File: src/rtl/seg7_scan_driver.sv
// seg7_scan_driver
//
// Time-multiplexed driver for an N-digit common-anode seven-segment display.
// A frame of hex characters is loaded into a pending register and promoted to
// the active register only at a frame boundary, so a frame never tears.
// One digit is lit per slot, round-robin, with optional dead time at the start
// of each slot to suppress ghosting between digits.
//
// Ports:
//   clk          system clock, all state on the rising edge
//   reset        asynchronous, active-high reset
//   char_in      frame of 4-bit hex chars, digit k = char_in[4k+3:4k]
//   load         one-cycle strobe capturing char_in/blank_in into pending
//   blank_in     per-digit blank request, captured with load
//   an           anode enables, active-low, at most one bit low
//   led          segments {a,b,c,d,e,f,g}, active-low
//   frame_start  one-cycle pulse marking the start of the digit-0 slot
//
// Optional feature macro: LEADING_ZERO_BLANK_EN
//   When defined, leading zeros of each newly activated frame are added to
//   the blank mask (digit 0 is never suppressed).

module seg7_scan_driver #(
    parameter int NUM_DIGITS  = 4,
    parameter int SLOT_CYCLES = 16,
    parameter int DEAD_CYCLES = 2
) (
    input  logic                    clk,
    input  logic                    reset,
    input  logic [4*NUM_DIGITS-1:0] char_in,
    input  logic                    load,
    input  logic [NUM_DIGITS-1:0]   blank_in,
    output logic [NUM_DIGITS-1:0]   an,
    output logic [6:0]              led,
    output logic                    frame_start
);

    localparam int CNT_W = (SLOT_CYCLES > 1) ? $clog2(SLOT_CYCLES) : 1;
    localparam int DIG_W = (NUM_DIGITS > 1) ? $clog2(NUM_DIGITS) : 1;

    logic [CNT_W-1:0]        slotCnt_q, slotCnt_d;
    logic [DIG_W-1:0]        digIdx_q, digIdx_d;
    logic [4*NUM_DIGITS-1:0] pendChar_q, activeChar_q, activeChar_d;
    logic [NUM_DIGITS-1:0]   pendBlank_q, activeBlank_q, activeBlank_d;
    logic                    pendValid_q;
    logic [NUM_DIGITS-1:0]   leadZeroMask;
    logic                    frameEdge;

    logic [NUM_DIGITS-1:0]   an_q, an_d;
    logic [6:0]              led_q, led_d;
    logic                    frameStart_q;

    logic [3:0]              curChar;
    logic                    curBlank;
    logic                    inDead;

    // Active-low hex decode; anything unknown falls through to all-off.
    function automatic logic [6:0] decodeHex(input logic [3:0] ch);
        logic [6:0] seg;
        case (ch)
            4'h0:    seg = 7'b0000001;
            4'h1:    seg = 7'b1001111;
            4'h2:    seg = 7'b0010010;
            4'h3:    seg = 7'b0000110;
            4'h4:    seg = 7'b1001100;
            4'h5:    seg = 7'b0100100;
            4'h6:    seg = 7'b0100000;
            4'h7:    seg = 7'b0001111;
            4'h8:    seg = 7'b0000000;
            4'h9:    seg = 7'b0000100;
            4'hA:    seg = 7'b0001000;
            4'hB:    seg = 7'b1100000;
            4'hC:    seg = 7'b0110001;
            4'hD:    seg = 7'b1000010;
            4'hE:    seg = 7'b0110000;
            4'hF:    seg = 7'b0111000;
            default: seg = 7'b1111111;
        endcase
        return seg;
    endfunction

    assign frameEdge = (slotCnt_q == '0) && (digIdx_q == '0);

    // Slot counter wraps every SLOT_CYCLES; digit index advances on each wrap.
    always_comb begin
        slotCnt_d = slotCnt_q + CNT_W'(1);
        digIdx_d  = digIdx_q;
        if (slotCnt_q == CNT_W'(SLOT_CYCLES - 1)) begin
            slotCnt_d = '0;
            if (digIdx_q == DIG_W'(NUM_DIGITS - 1)) begin
                digIdx_d = '0;
            end else begin
                digIdx_d = digIdx_q + DIG_W'(1);
            end
        end
    end

    // Leading-zero mask scans from the most significant digit down and stops
    // at the first nonzero char; digit 0 is excluded so "0" still shows.
    always_comb begin
        leadZeroMask = '0;
`ifdef LEADING_ZERO_BLANK_EN
        begin
            logic stillLeading;
            stillLeading = 1'b1;
            for (int k = NUM_DIGITS - 1; k >= 1; k--) begin
                if (stillLeading && (pendChar_q[4*k +: 4] == 4'h0)) begin
                    leadZeroMask[k] = 1'b1;
                end else begin
                    stillLeading = 1'b0;
                end
            end
        end
`endif
    end

    // Promotion uses the next-state active data so the boundary outputs
    // already reflect the newly activated frame.
    always_comb begin
        activeChar_d  = activeChar_q;
        activeBlank_d = activeBlank_q;
        if (frameEdge && pendValid_q) begin
            activeChar_d  = pendChar_q;
            activeBlank_d = pendBlank_q | leadZeroMask;
        end
    end

    // Select the char and blank bit of the digit currently being scanned.
    always_comb begin
        curChar  = 4'h0;
        curBlank = 1'b0;
        for (int k = 0; k < NUM_DIGITS; k++) begin
            if (digIdx_q == DIG_W'(k)) begin
                curChar  = activeChar_d[4*k +: 4];
                curBlank = activeBlank_d[k];
            end
        end
    end

    assign inDead = (32'(slotCnt_q) < 32'(DEAD_CYCLES));

    // A blanked digit keeps its anode asserted; only the segments go dark.
    always_comb begin
        an_d  = '1;
        led_d = 7'b1111111;
        if (!inDead) begin
            an_d  = ~(NUM_DIGITS'(1) << digIdx_q);
            led_d = curBlank ? 7'b1111111 : decodeHex(curChar);
        end
    end

    // A load on the boundary cycle re-arms pending after the promotion, so it
    // takes effect at the following boundary rather than mid-frame.
    always_ff @(posedge clk or posedge reset) begin
        if (reset) begin
            slotCnt_q     <= '0;
            digIdx_q      <= '0;
            pendChar_q    <= '0;
            pendBlank_q   <= '0;
            pendValid_q   <= 1'b0;
            activeChar_q  <= '0;
            activeBlank_q <= '0;
            an_q          <= '1;
            led_q         <= 7'b1111111;
            frameStart_q  <= 1'b0;
        end else begin
            slotCnt_q     <= slotCnt_d;
            digIdx_q      <= digIdx_d;
            activeChar_q  <= activeChar_d;
            activeBlank_q <= activeBlank_d;
            if (load) begin
                pendChar_q  <= char_in;
                pendBlank_q <= blank_in;
                pendValid_q <= 1'b1;
            end else if (frameEdge && pendValid_q) begin
                pendValid_q <= 1'b0;
            end
            an_q          <= an_d;
            led_q         <= led_d;
            frameStart_q  <= frameEdge;
        end
    end

    assign an          = an_q;
    assign led         = led_q;
    assign frame_start = frameStart_q;

endmodule

File: config.mk
export PLATFORM = sky130hd
export DESIGN_NAME = seg7_scan_driver
export DESIGN_NICKNAME = d
export VERILOG_FILES = /design/src/rtl/seg7_scan_driver.sv
export SDC_FILE = /design/constraint.sdc
export NUM_CORES = 1
export LEC_CHECK = 0
export ABC_AREA = 1
export CORE_MARGIN = 10
export CORE_UTILIZATION = 50
export CTS_BUF_LIST = sky130_fd_sc_hd__clkbuf_8 sky130_fd_sc_hd__clkbuf_16
export DETAILED_ROUTE_END_ITERATION = 16
export PLACE_DENSITY = 0.73
export SLEW_MARGIN = 20
export SYNTH_ARGS = -nofsm -noshare
export SYNTH_HDL_FRONTEND = slang
export SYNTH_SLANG_ARGS = --single-unit
File: constraint.sdc
create_clock -name clk -period 3.35 [get_ports clk]
set_clock_uncertainty 0.15 [all_clocks]
set_input_delay 1.005 -clock clk [delete_from_list [all_inputs] [get_ports clk]]
set_output_delay 1.005 -clock clk [all_outputs]
set_load 0.03 [all_outputs]
==> flow_summary.ini <==
[outcome]
status = finished clean

[pwr]
p_leak_nw = 1.738
p_comb_share_pct = 8.6
p_sw_share_pct = 23.52
p_clk_share_pct = 39.6
seqPwrFrac_pct = 51.7
peakVddDrop_uv = 248.9
power_mw = 1.472
p_per_area_mw_per_mm2 = 430.7
switching_power_mw = 0.3461
power.internal_mw = 1.125

[place]
placedCellCount = 431
gp_congestion = 0.9206
port_buffers = 34
placed_area_mm2 = 0.003234
dp_slack_ns = 0.5268
hpwlAfterDp_mm = 3.966

[final_layout]
final_cell_mix = nand2_1 (110), dfrtp_1 (48), inv_1 (45), clkdlybuf4s50_1 (34), nand3_1 (24)
drive_above_1_share_pct = 13.07
areaGrowthSynthToFinish_pct = 20.41
antenna_cells = 0
fin_nets = 405
fin_util_pct = 62.05
instances_no_fill = 447
mostFrequentLayoutCell = nand2_1
final_area_mm2 = 0.003417

[timing]
holdWs_ns = 0.3205
tightest_slew_ns = 0.4742
period_share_pct = 84.30
worst_slack_ns = 0.5258
setup_violations = 0
rsz0062_at_grt = false
slew_violations = 0
hold_violations = 0
maxSlewHeadroom_pct = 68.34
tns_ns = 0
fmax_ghz = 0.3541
min_period_ns = 2.824

[grt]
gr-usage-all-layers_pct = 13.10
grt_max_degree = 31
globalRouteOverflowTotal = 0
antenna_found_initial = 0
grt_pass1_wl_mm = 9.273
grt_pass1_vias = 2077

[route]
topRoutingLayerUsed = met4
ant_nets = 0
wl_met3_um = 270
wl_mm = 5.305
vias = 2119
firstDrtPassIters = 4
wl_per_cell_um = 11.87
met1_length_mm = 2.462
route.met2.wl_mm = 2.476
viasPerCell = 4.740
drc_errors = 0
drt_iter0_markers = 85

[clock_network]
post_cts_resized = 0
tritoncts = built
root_buffer = clkbuf_8
cts_buffers = 9
h-tree-depth = 3
clock_sinks = 59
clk_latency_ns = 0.34
cts-hold-fix-buffers = 0
clock_path_buffers = 2
post-cts-setup-buffers = 0
clk_pin_slew_ns = 0.06

[min_path]
hold_path_class = reg -> reg

[logic_synthesis]
yosys.area.top_type = dfrtp_1
yosysUniqueCellTypes = 29
yosys-top-cells-area = dfrtp_1 (42%), nand2_1 (15%), dfstp_2 (10%)
synth-seq-cells = 59
ys_seq_area_share_pct = 52.51
synth_warnings = 0
synth_area_mm2 = 0.002838
post_synth.cell_area_avg_um2 = 8.547
synthCells = 332
synth_nets = 367
synth_top_area_share_pct = 42.33

[floorplan]
io-pin-count = 35
rows = 27
die_y_um = 95.34
start_util_pct = 51.53
die_area_mm2 = 0.009089
dieWidth_um = 95.34
core_area_mm2 = 0.005507

[critical_path]
critPathKind = reg -> reg
arrival_ns = 2.95
cp-start-kind = register
end_kind = register
worstPathRequired_ns = 3.47
crit_fanout = 30

[run]
drv_cap = 0
-- layout make-up --
type / instances / area, µm²
clock inverters: 4 / 17.52
fillers: 487 / 2090
well taps: 72 / 90.09
repair buffers: 37 / 375.4
clock buffers: 12 / 165.2
flip-flops and latches: 59 / 1490
multi-input cells: 215 / 1099
inverters: 48 / 180.2
-- flip-flops by register name, indices dropped and copies added, names as in the netlist --
name / count
frame_start: 1
activeChar_q: 16
slotCnt_q: 4
an: 4
activeBlank_q: 4
led: 7
pendValid_q: 1
digIdx_q: 2
pendChar_q: 16
pendBlank_q: 4
-- cells by family (layout without fill, tap and decap cells) --
kind of cell,count (synthesis),in the layout,share of synthesized area [%]
AO/OA/AOI/OAI,34,34,7.054
XOR/XNOR,1,1,0.3087
buffers and inverters,58,101,8.774
flip-flops,59,59,52.51
adder cells (fa/ha/maj),12,12,5.291
AND/OR/NAND/NOR,168,168,26.06
-- Yosys cell counts --
cell type and number:
nand3b_1 1, o21a_1 2, buf_2 1, buf_6 4, nand3_4 1, nor2_1 11, o21ai_2 5, o211ai_1 1
dfstp_2 11, nand4_1 6, ha_1 12, nand3_2 1, nand3_1 24, o21ai_0 19, o21ai_1 5, inv_1 44
or2_2 1, nor2_4 1, inv_2 3, and2_1 5, clkbuf_1 4, nand2_1 110, dfrtp_1 48, xor2_1 1
clkinv_1 1, a21oi_2 1, nand2_2 7, a21oi_1 1, buf_1 1
-- per-layer routing --
metal / vias to the layer above / track usage [%]
li1: 1105 / -
met1: 969 / 15.30
met2: 36 / 21.19
met3: 9 / 4.870
met4: 0 / 5.611
met5: - / 0
-- power groups by stage --
stage | Sequential, mW | Clock [mW] | Combinational, mW
after floorplan | 0.769 | 0 | 0.0841
after global placement | 0.772 | 0 | 0.127
after detailed placement | 0.774 | 0 | 0.129
after CTS | 0.761 | 0.601 | 0.130
after global routing | 0.764 | 0.634 | 0.148
final | 0.761 | 0.583 | 0.127
-- path summary, 6_finish.rpt --
check,startpoint,end,slack [ns],depth (start not counted)
min reg2reg,activeChar_q[7],activeChar_q[7],0.32,2
max reg2reg,digIdx_q[0],led[6],0.53,17
max,digIdx_q[0],led[6],0.53,17
min,activeChar_q[7],activeChar_q[7],0.32,2
min in group asynchronous,reset,pendChar_q[13],0.86,2
max in group asynchronous,reset,an[2],1.61,3
-- worst max-delay path, cell delays in order (launching register included) --
cell and delay, ns:
dfrtp_1 0.40, inv_1 0.12, ha_1 0.21, nand2_1 0.09, inv_2 0.13, nand3_4 0.30, nand2_1 0.18, o21ai_2 0.07
nand2_1 0.07, nand2_1 0.05, inv_1 0.08, nand2_1 0.05, o21ai_1 0.17, ha_1 0.27, nand3_1 0.12, nor2_1 0.16
inv_1 0.05, nand3_1 0.07
(Power assumes the default switching activity.)
==> edit, RTL diff (config.mk and constraints unchanged) <==
Add a define of `LEADING_ZERO_BLANK_EN`.
--- a/src/rtl/seg7_scan_driver.sv
+++ b/src/rtl/seg7_scan_driver.sv
@@ -21,2 +21,4 @@
 //   the blank mask (digit 0 is never suppressed).
+
+`define LEADING_ZERO_BLANK_EN
 
Check against the original RTL: same outputs for any inputs over 10 cycles, from zero or initial values and one cycle with reset high; that may be too few to reach the edited logic, so the function may still have changed.
==> edit against the unedited design <==
- setup slack got worse by 0.099 ns
- highest routed layer unchanged
- worst hold slack better by 0.00090 ns
- total power up 0.46%
- sequential cell count unchanged
- synthesized area rose by 2.6%
- critical path type unchanged
- maximum frequency down 3.4%
- combinational power increased by 8%
- routed wire length grew 5.1%
- global-route usage increased by 0.084 points
- final area up 1.5%
- sequential power about the same
- first-iteration DRC count grew 65%
- non-clock buffer count shrank 1
==> edit: results (changes against the unedited design) <==
[outcome]
outcome=completed  ; unchanged

[pwr]
p_leak_nw=1.75  ; was 1.74 nW
p_sw_frac=0.238  ; was 0.235
ir_drop_mv=0.250  ; was 0.249 mV

[min_path]
holdCritPathClass=register to register  ; unchanged
hold_start=activeChar_q[11]$_DFF_PP0_  ; was activeChar_q[7]$_DFF_PP0_
holdPathEnd=activeChar_q[11]$_DFF_PP0_  ; was activeChar_q[7]$_DFF_PP0_
hold_depth=2  ; unchanged

[cts]
h-tree-depth=3  ; unchanged
ctsRootBufferMaster=clkbuf_8  ; unchanged
clockBufferDepth=2  ; unchanged
cts_setup_buffers=0  ; unchanged
insertion_delay_ns=0.33
clk_pin_slew_ns=0.06  ; about the same
ctsResizeCount=0  ; unchanged
cts_buffers=9  ; unchanged

[layout]
drive_gt1_frac=0.123  ; was 0.131
antennaDiodeCount=0  ; unchanged
n_fill_cell=503  ; was 487
final_nets=413  ; was 405

[yosys]
syn-num-nets=378  ; was 367
avgSynthCellArea_sq_um=8.49  ; was 8.55 sq um
yosysSeqAreaShare=0.512  ; was 0.525
ys_types=28  ; was 29
synth_area_leaders=dfrtp_1 41%, nand2_1 13%, dfstp_2 9.9%, inv_1 6.2%, ha_1 5.2%  ; was dfrtp_1 42%, nand2_1 15%, dfstp_2 10%, inv_1 5.8%, ha_1 5.3%
ys_warn_count=0  ; unchanged
synthFlopType=dfrtp_1  ; unchanged
ys_top_cells_by_count=101 x nand2_1, 48 x dfrtp_1, 48 x inv_1  ; was 110 x nand2_1, 48 x dfrtp_1, 44 x inv_1
synth_async_sr_flop_share=1.00  ; unchanged

[placement]
place_inst=439  ; was 431
portBuffers=34  ; unchanged
place_ws_ns=0.428  ; was 0.527 ns
gp_congestion=0.889  ; was 0.921
hpwl_um=4120  ; was 3970 um

[global_routing]
track_usage=0.132  ; was 0.131
antenna_found_initial=0  ; unchanged
grt_pass1_wl_um=9640  ; was 9270 um
grt_max_degree=36  ; was 31

[critical_path]
reg2reg_slack_ns=0.43  ; was 0.53 ns
critical_path.startpoint=digIdx_q[0]$_DFFE_PP0N_  ; unchanged
crit_path_top_delay_cell=dfrtp_1  ; unchanged
arrival_ns=3.03  ; was 2.95 ns
cpPeakStageDelay_ns=0.41
critPathTopFamily=simple AND/OR/NAND/NOR gates  ; unchanged
cp_max_fo=27  ; was 30
rr_endpoint=led[6]$_DFF_PP1_  ; unchanged
reg2reg_depth=16  ; was 17

[drt]
drtPass1Iterations=4  ; unchanged
wire_per_inst_um=12.3  ; was 11.9 um
drt_iter0_drc=140  ; was 85
routed_wl_um=5570  ; was 5310 um
dr_total_vias=2199  ; was 2119

[sta]
whs_ns=0.321  ; about the same
tightestPinTransition_ns=0.547  ; was 0.474 ns

## edit: power by group through the flow
stage	clock network, mW	registers [mW]	logic (mW)
after floorplan	0	0.771	0.0900
after global placement	0	0.773	0.136
after detailed placement	0	0.774	0.138
after CTS	0.601	0.762	0.139
after global routing	0.629	0.765	0.159
final	0.580	0.762	0.137
## edit: worst max path at each step
stage | slack, ns | cells after the start | to
finish | 0.43 | 16 | led[6]$_DFF_PP1_
global placement | 0.53 | 14 | led[6]$_DFF_PP1_
global route | 0.006 | 17 | led[5]$_DFF_PP1_
floorplan | 0.76 | 1 | activeBlank_q[0]$_DFF_PP0_
detailed placement | 0.43 | 16 | led[6]$_DFF_PP1_
CTS | 0.42 | 16 | led[6]$_DFF_PP1_
## edit: kinds of logic (layout without fill, tap and decap cells)
family,Yosys count,in the layout,synth area share
AND/OR/NAND/NOR,172,172,0.270
AO/OA/AOI/OAI,36,36,0.0700
flip-flops,59,59,0.512
XOR/XNOR,1,1,0.00301
adder cells (fa/ha/maj),12,12,0.0516
buffers and inverters,63,102,0.0937
## edit: layout make-up
type	instances	area (sq um)	area share
repair buffers	36	368	0.106
well taps	72	90.1	0.0260
clock buffers	12	165	0.0476
flip-flops and latches	59	1490	0.430
clock inverters	3	13.8	0.00397
multi-input cells	221	1150	0.331
inverters	51	191	0.0552
## edit: per-stage QoR
step           instance area, sq um  utilization
2_1_floorplan                  2910            -
3_3_place_gp                   3290        0.590
4_1_cts                        3470        0.622
3_5_place_dp                   3290        0.590
5_1_grt                        3470        0.622
6_report                       3470        0.622
## edit: routing by layer
metal | routed length, um | share of wire | global-route usage | up-vias
met3 | 358 | 0.064 | 0.0428 | 6
met2 | 2430 | 0.44 | 0.205 | 61
met5 | 0 | 0 | 0 | -
li1 | - | - | - | 1142
met1 | 2730 | 0.49 | 0.166 | 990
met4 | 52 | 0.0093 | 0.0545 | 0
## edit: tightest hold or removal path, cell delays in order (launching register included)
cell and delay (ns):
dfrtp_1 0.32, nand2_1 0.06, nand2_1 0.06
